==> config.mk <==
export PLATFORM = sky130hd
export DESIGN_NAME = brom_bus_arbiter
export DESIGN_NICKNAME = d
export VERILOG_FILES = /design/src/rtl/brom_bus_arbiter.sv
export SDC_FILE = /design/constraint.sdc
export NUM_CORES = 1
export LEC_CHECK = 0
export CAP_MARGIN = 20
export CORE_MARGIN = 1
export CORE_UTILIZATION = 30
export CTS_CLUSTER_SIZE = 20
export DETAILED_ROUTE_END_ITERATION = 8
export GPL_TIMING_DRIVEN = 0
export PLACE_DENSITY = 0.57
export SYNTH_ARGS = -nofsm -noshare
export SYNTH_HDL_FRONTEND = slang
export SYNTH_SLANG_ARGS = --single-unit
==> constraint.sdc <==
create_clock -name i_clock -period 2.8 [get_ports i_clock]
set_clock_uncertainty 0.1 [all_clocks]
set_input_delay 0.56 -clock i_clock [delete_from_list [all_inputs] [get_ports i_clock]]
set_output_delay 0.56 -clock i_clock [all_outputs]
set_load 0.03 [all_outputs]
==> src/rtl/brom_bus_arbiter.sv <==
// brom_bus_arbiter: shares one single-port boot ROM between an instruction-fetch master (A)
// and a data-load master (B), one ROM access per grant, with round-robin fairness and a timeout guard.
module brom_bus_arbiter #(
    parameter int ROUND_ROBIN = 1,
    parameter int TIMEOUT     = 15
) (
    input  logic        i_clock,
    input  logic        i_reset_n,
    input  logic        i_a_request,
    input  logic [31:0] i_a_address,
    output logic [31:0] o_a_rdata,
    output logic        o_a_ready,
    input  logic        i_b_request,
    input  logic [31:0] i_b_address,
    output logic [31:0] o_b_rdata,
    output logic        o_b_ready,
    output logic        o_rom_request,
    output logic [31:0] o_rom_address,
    input  logic [31:0] i_rom_rdata,
    input  logic        i_rom_ready,
    output logic        o_error
);
    typedef enum logic [2:0] {
        S_IDLE,
        S_GRANT_A,
        S_GRANT_B,
        S_RELEASE_A,
        S_RELEASE_B
    } state_t;

    localparam logic [7:0] LP_LAST = 8'(TIMEOUT - 1);

    state_t      r_state;
    logic [7:0]  r_count;
    logic        r_last_b;
    logic        w_rr;
    logic        w_pick_b;
    logic        w_serve_b;
    logic        w_timeout;
    logic        w_done;
    logic [31:0] w_done_data;

    assign w_rr        = (ROUND_ROBIN != 0);
    assign w_pick_b    = i_b_request & (~i_a_request | (w_rr & ~r_last_b));
    assign w_serve_b   = (r_state == S_GRANT_B);
    assign w_timeout   = (r_count == LP_LAST);
    assign w_done      = i_rom_ready | w_timeout;
    assign w_done_data = i_rom_ready ? i_rom_rdata : 32'd0;

    // Arbitration FSM: select in IDLE, wait for the ROM (or give up) in GRANT, hold until the owner drops in RELEASE.
    always_ff @(posedge i_clock or negedge i_reset_n) begin
        if (!i_reset_n) begin
            r_state       <= S_IDLE;
            r_count       <= 8'd0;
            r_last_b      <= 1'b1;
            o_a_rdata     <= 32'd0;
            o_a_ready     <= 1'b0;
            o_b_rdata     <= 32'd0;
            o_b_ready     <= 1'b0;
            o_rom_request <= 1'b0;
            o_rom_address <= 32'd0;
            o_error       <= 1'b0;
        end else begin
            o_rom_request <= 1'b0;
            o_a_ready     <= 1'b0;
            o_b_ready     <= 1'b0;
            case (r_state)
                S_IDLE: begin
                    if (i_a_request | i_b_request) begin
                        o_rom_request <= 1'b1;
                        o_rom_address <= w_pick_b ? i_b_address : i_a_address;
                        r_state       <= w_pick_b ? S_GRANT_B : S_GRANT_A;
                        r_count       <= 8'd0;
                    end
                end
                S_GRANT_A, S_GRANT_B: begin
                    if (w_done) begin
                        if (w_serve_b) begin
                            o_b_rdata <= w_done_data;
                            o_b_ready <= 1'b1;
                            r_state   <= S_RELEASE_B;
                        end else begin
                            o_a_rdata <= w_done_data;
                            o_a_ready <= 1'b1;
                            r_state   <= S_RELEASE_A;
                        end
                        if (i_rom_ready) r_last_b <= w_serve_b;
                        else o_error <= 1'b1;
                    end else begin
                        r_count <= r_count + 8'd1;
                    end
                end
                S_RELEASE_A: if (!i_a_request) r_state <= S_IDLE;
                S_RELEASE_B: if (!i_b_request) r_state <= S_IDLE;
                default: r_state <= S_IDLE;
            endcase
        end
    end
endmodule

Word level (Yosys, flattened, before mapping):

Index checks and enable logic that the tools add are counted.

* output and inout bits: 100
* word-level logic and storage cells: 59
* input bits: 101
* bits in registers: 112

* $add $sub $neg: 1
* bitwise logic cells: 8
* multiplexer cells: 20
* equality and inequality tests: 10
* reductions and logical operators: 10

Operators by type and width (count)
* 32-bit 2-to-1 mux: 2
* 8-bit 2-to-1 mux: 2
* 8-bit one-hot mux with 2 select lines: 1
* 3-bit 2-to-1 mux: 5
* 3-bit AND reduction: 5
* 3-bit one-hot mux with 4 select lines: 1
* 2-bit inequality test, second input constant: 5
* 8-bit by 1-bit adder with 8-bit output, second input constant: 1
* 8-bit by 4-bit == test with 1-bit output, second input constant: 1
* 1-bit 2-to-1 mux: 8
* 3-bit by 2-bit == test with 1-bit output, second input constant: 2
* 1-bit NOT: 4
* 4-bit AND reduction: 1
* 3-bit by 1-bit == test with 1-bit output, second input constant: 1
* 3-bit == test, second input constant: 1
* 3-bit zero test: 1
* 1-bit bitwise OR: 3
* 2-bit 2-to-1 mux: 1
* 2-bit AND reduction: 1
* 2-bit nonzero test: 1
* 2-bit OR reduction: 1
* 1-bit bitwise AND: 1

Longest topological paths before layout:

* word-level depth: 6
* gate-level depth with buffers: 7
* gate-level depth less buffers: 6

Worst setup path before layout:

OpenSTA, ideal clock, no wires.

* kind: flip-flop to flip-flop
* start point: register r_count[0]
* end point: register o_a_rdata[22]
* arrival time: 1965 ps
* required time: 2579 ps
* stages on the path, launching flop included: 8
* period minus slack after synthesis: 2186 ps
* slack: 614 ps
* library setup time: 121 ps
* path buffers: 1
* path through: dfrtp_1 inv_1 ha_1 or4b_4 o31ai_4 nand3_4 buf_6 a22o_1

* cells in the longest elaborated chain, start to end: 3

Ends and longest elaborated chain
* from (decl): line 34 `logic [7:0] r_count;`
* from (signal assigned): line 90 `r_count <= r_count + 8'd1;`
* 8-bit by 4-bit == test with 1-bit output: line 46 `assign w_timeout = (r_count == LP_LAST);`
* 1-bit bitwise OR: line 47 `assign w_done = i_rom_ready | w_timeout;`
* 3-bit AND reduction (no line)
* to (signal assigned): line 83 `o_a_rdata <= w_done_data;`
* to (decl): line 11 `output logic [31:0] o_a_rdata,`

No other way between the ends.
A chain may end at the register's enable or synchronous reset.

Final worst setup path:

* start point: input i_b_request
* end point: register o_rom_address[12]

* cells in the longest elaborated chain, start to end: 2
* elaborated cells on any way between the ends: 4
* those cells by class: mux: 1; bitwise: 2; reduce/logical: 1

Ends and longest elaborated chain
* from (decl): line 13 `input logic i_b_request,`
* 1-bit bitwise AND or 1-bit bitwise OR (tied branches): line 44, 69
* 32-bit 2-to-1 mux or 2-bit AND reduction (tied branches)
* to (signal assigned): line 71 `o_rom_address <= w_pick_b ? i_b_address : i_a_address;`
* to (decl): line 18 `output logic [31:0] o_rom_address,`

Parallel ways exist; a longest one is shown, timed or not.

==> results.yml <==
die:
  initial_core_util: 0.306
  core_um2: 15100
  top_level_ports: 201
  die_y_um: 126
  rows: 45
  chipWidth_um: 126
  die_area_um2: 15900
grt:
  global_route.overflow_total: 0
  track_usage: 0.172
  antenna_found_initial: 0
  gr-usage-met3: 0.0578
  grt_pass1_wl_um: 21400
  first_global_vias: 4115
  gr-max-usage-layer: "met2"
  globalRouteMet1Util: 0.210
  grt_use_met2: 0.274
  grt_start_max_net_pins: 73
place:
  dp.final_hpwl_um: 9500
  dpl_worst_slack_ns: -0.276
  placedCellCount: 767
  placed_area_um2: 6900
  portBuffers: 200
  place_congestion: 0.740
clock_network:
  clk-insertion-delay-late_ns: 0.35
  cts_htree_levels: 3
  cts.sinks: 112
  post-cts-setup-buffer-count: 0
  clk_pin_slew_ns: 0.07
  cts_tree: "built"
  cts_inserted_buffers: 9
  postCtsHoldBufs: 0
  clock_root_buffer: "clkbuf_16"
  clockBufferDepth: 2
layout:
  layout-drive-gt1-share: 0.0707
  fin_nets: 693
  fin_util: 0.473
  final_std_cells_w_o_fill: 782
  fin_area_um2: 7170
  diodes: 0
  area_growth_syn_to_layout_pct: 54.9
route:
  postRouteWirelength_um: 13200
  postRouteAntennaNets: 0
  vias_per_instance: 4.93
  initialDrtViolationCount: 166
  num_vias: 3854
  wire_per_inst_um: 16.8
  remaining_drc_errors: 0
  drt_first_pass_iters: 4
pwr:
  power.density_nw_per_um2: 1200
  irDropWorstVdd_mv: 0.612
  post-layout-total-power_w: 0.00860
  p_leak_nw: 3.11
worst_setup_path:
  timing.setup.critical_path_class: "in -> reg"
  timing.critical_path.fanout_max: 10
  worstPathRequired_ns: 2.91
  startpoint_type: "input pin"
  setup.worst_path.end_class: "flip-flop"
  cp_data_arrival_time_ns: 2.72
synthesis:
  syn_area_per_cell_um2: 12.2
  synth.yosys.seq_area_share: 0.606
  netlist_top_cells_area: "dfrtp_1 (60%), a22o_1 (11%), mux2i_1 (7.1%)"
  syn-cell-area_um2: 4630
  yosys_register_bits: 112
  synth_edf_count: 0
  synth_top_area_frac: 0.600
  synthDominantAreaCellType: "dfrtp_1"
  synth_top_cells_by_count: "dfrtp_1 (111), a22o_1 (59), nand2_1 (41)"
  ys.warnings.count: 0
  synth_fp_nets: 481
  syn-instance-count: 378
  ys_types: 45
  synthArstFlopShare: 1.00
  synth-main-ff-cell: "dfrtp_1"
  synthMostInstantiatedCell: "dfrtp_1"
sta:
  post-route-period-util: 0.932
  post-route-min-period_ns: 2.61
  final_setup_slack_of_the_worst_path_ns: 0.191
  drv_slew: 0
  unrepaired_setup_endpoints_after_global_routing: "no"
  worst-slew-pin-transition_ns: 0.672
  hold_viol_final: 0
  timing.max_slew.rel_slack: 0.552
  setup-violations-final: 0
  clock.fmax_ghz: 0.383
job:
  timing.max_cap.violations: 0
hold_path:
  timing.hold.worst.class: "in -> async"
outcome:
  outcome: "completed"
final cells by class:
type	instances	area (um^2)
Buffer	28	159
Clock inverter	4	28.8
Multi-Input combinational cell	229	1640
Timing Repair Buffer	201	2030
Fill cell	1406	7980
Inverter	9	33.8
Sequential cell	112	2800
Clock buffer	11	243
Tap cell	188	235
routing by layer:
| layer | up-vias | share of wire |
|---|---|---|
| li1 | 1810 | - |
| met1 | 1866 | 0.44 |
| met2 | 158 | 0.44 |
| met3 | 20 | 0.087 |
| met4 | 0 | 0.025 |
| met5 | - | 0 |
placed cells by master, fill, tap and decap left out, types with 2 or more instances in the layout:
cell type	count
nor2_1	6
o211ai_1	2
nand3_1	2
a21oi_1	6
a21o_1	3
dfrtp_1	111
clkbuf_16	9
clkbuf_1	15
or2_2	2
or3_1	2
ha_1	2
nor3_1	6
buf_6	7
clkinvlp_4	2
nand2_1	41
or4_1	2
clkdlybuf4s50_1	199
o21ai_0	35
a22o_2	3
a211oi_1	2
clkbuf_2	2
a22o_1	59
nand3b_1	2
mux2i_1	33
buf_2	5
inv_1	9
state kept, by name, indices dropped and copies added (netlist names):
register and cells:
o_a_ready 1, o_rom_address 32, o_b_ready 1, o_a_rdata 32, r_last_b 1, o_rom_request 1
o_error 1, r_count 8, o_b_rdata 32, r_state 3
power breakdown:
part | switching (W) | total, W | internal, W
registers | 0.000391 | 0.00273 | 0.00234
clock network | 0.000587 | 0.00121 | 0.000626
logic | 0.00266 | 0.00465 | 0.00199
total | 0.00364 | 0.00860 | 0.00496
worst paths after layout:
check | from | endpoint | slack (ns) | cells past startpoint
setup / recovery | i_b_request | o_rom_address[12] | 0.19 | 6
hold / removal | i_reset_n | o_a_rdata[25] | 0.009 | 1
setup reg to reg | r_count[0] | o_a_rdata[23] | 0.32 | 7
hold reg to reg | o_rom_address[17] | o_rom_address[17] | 0.38 | 2
max in group asynchronous | i_reset_n | r_last_b | 1.87 | 2
min in group i_clock | o_rom_address[17] | o_rom_address[17] | 0.38 | 2
per-stage QoR:
step	TNS, ns	hold slack [ns]
finish	0	0.00877
global placement	-368.55	0.365
detailed placement	-6.48	0.370
global route	0	0.0341
floorplan	0	0.164
CTS	0	0.0255
kinds of logic after synthesis:
group / share of synthesized area
buffers and inverters: 0.0411
XOR/XNOR: 0.00189
AND/OR/NAND/NOR: 0.0727
multiplexers: 0.0714
adder cells (fa/ha/maj): 0.00540
AO/OA/AOI/OAI: 0.202
flip-flops: 0.606
critical path, cell delays in order:
cell and delay [ns]:
clkdlybuf4s50_1 0.54, a21boi_0 0.22, clkbuf_1 0.42, buf_1 0.58, mux2i_1 0.29, o21ai_0 0.11
timing repair:
action	in CTS	in global routing
endpoints found under the setup margin	0	9
resized for setup	0	4
hold endpoints to repair	0	0
Note: power is estimated with default switching activity, not from simulation.
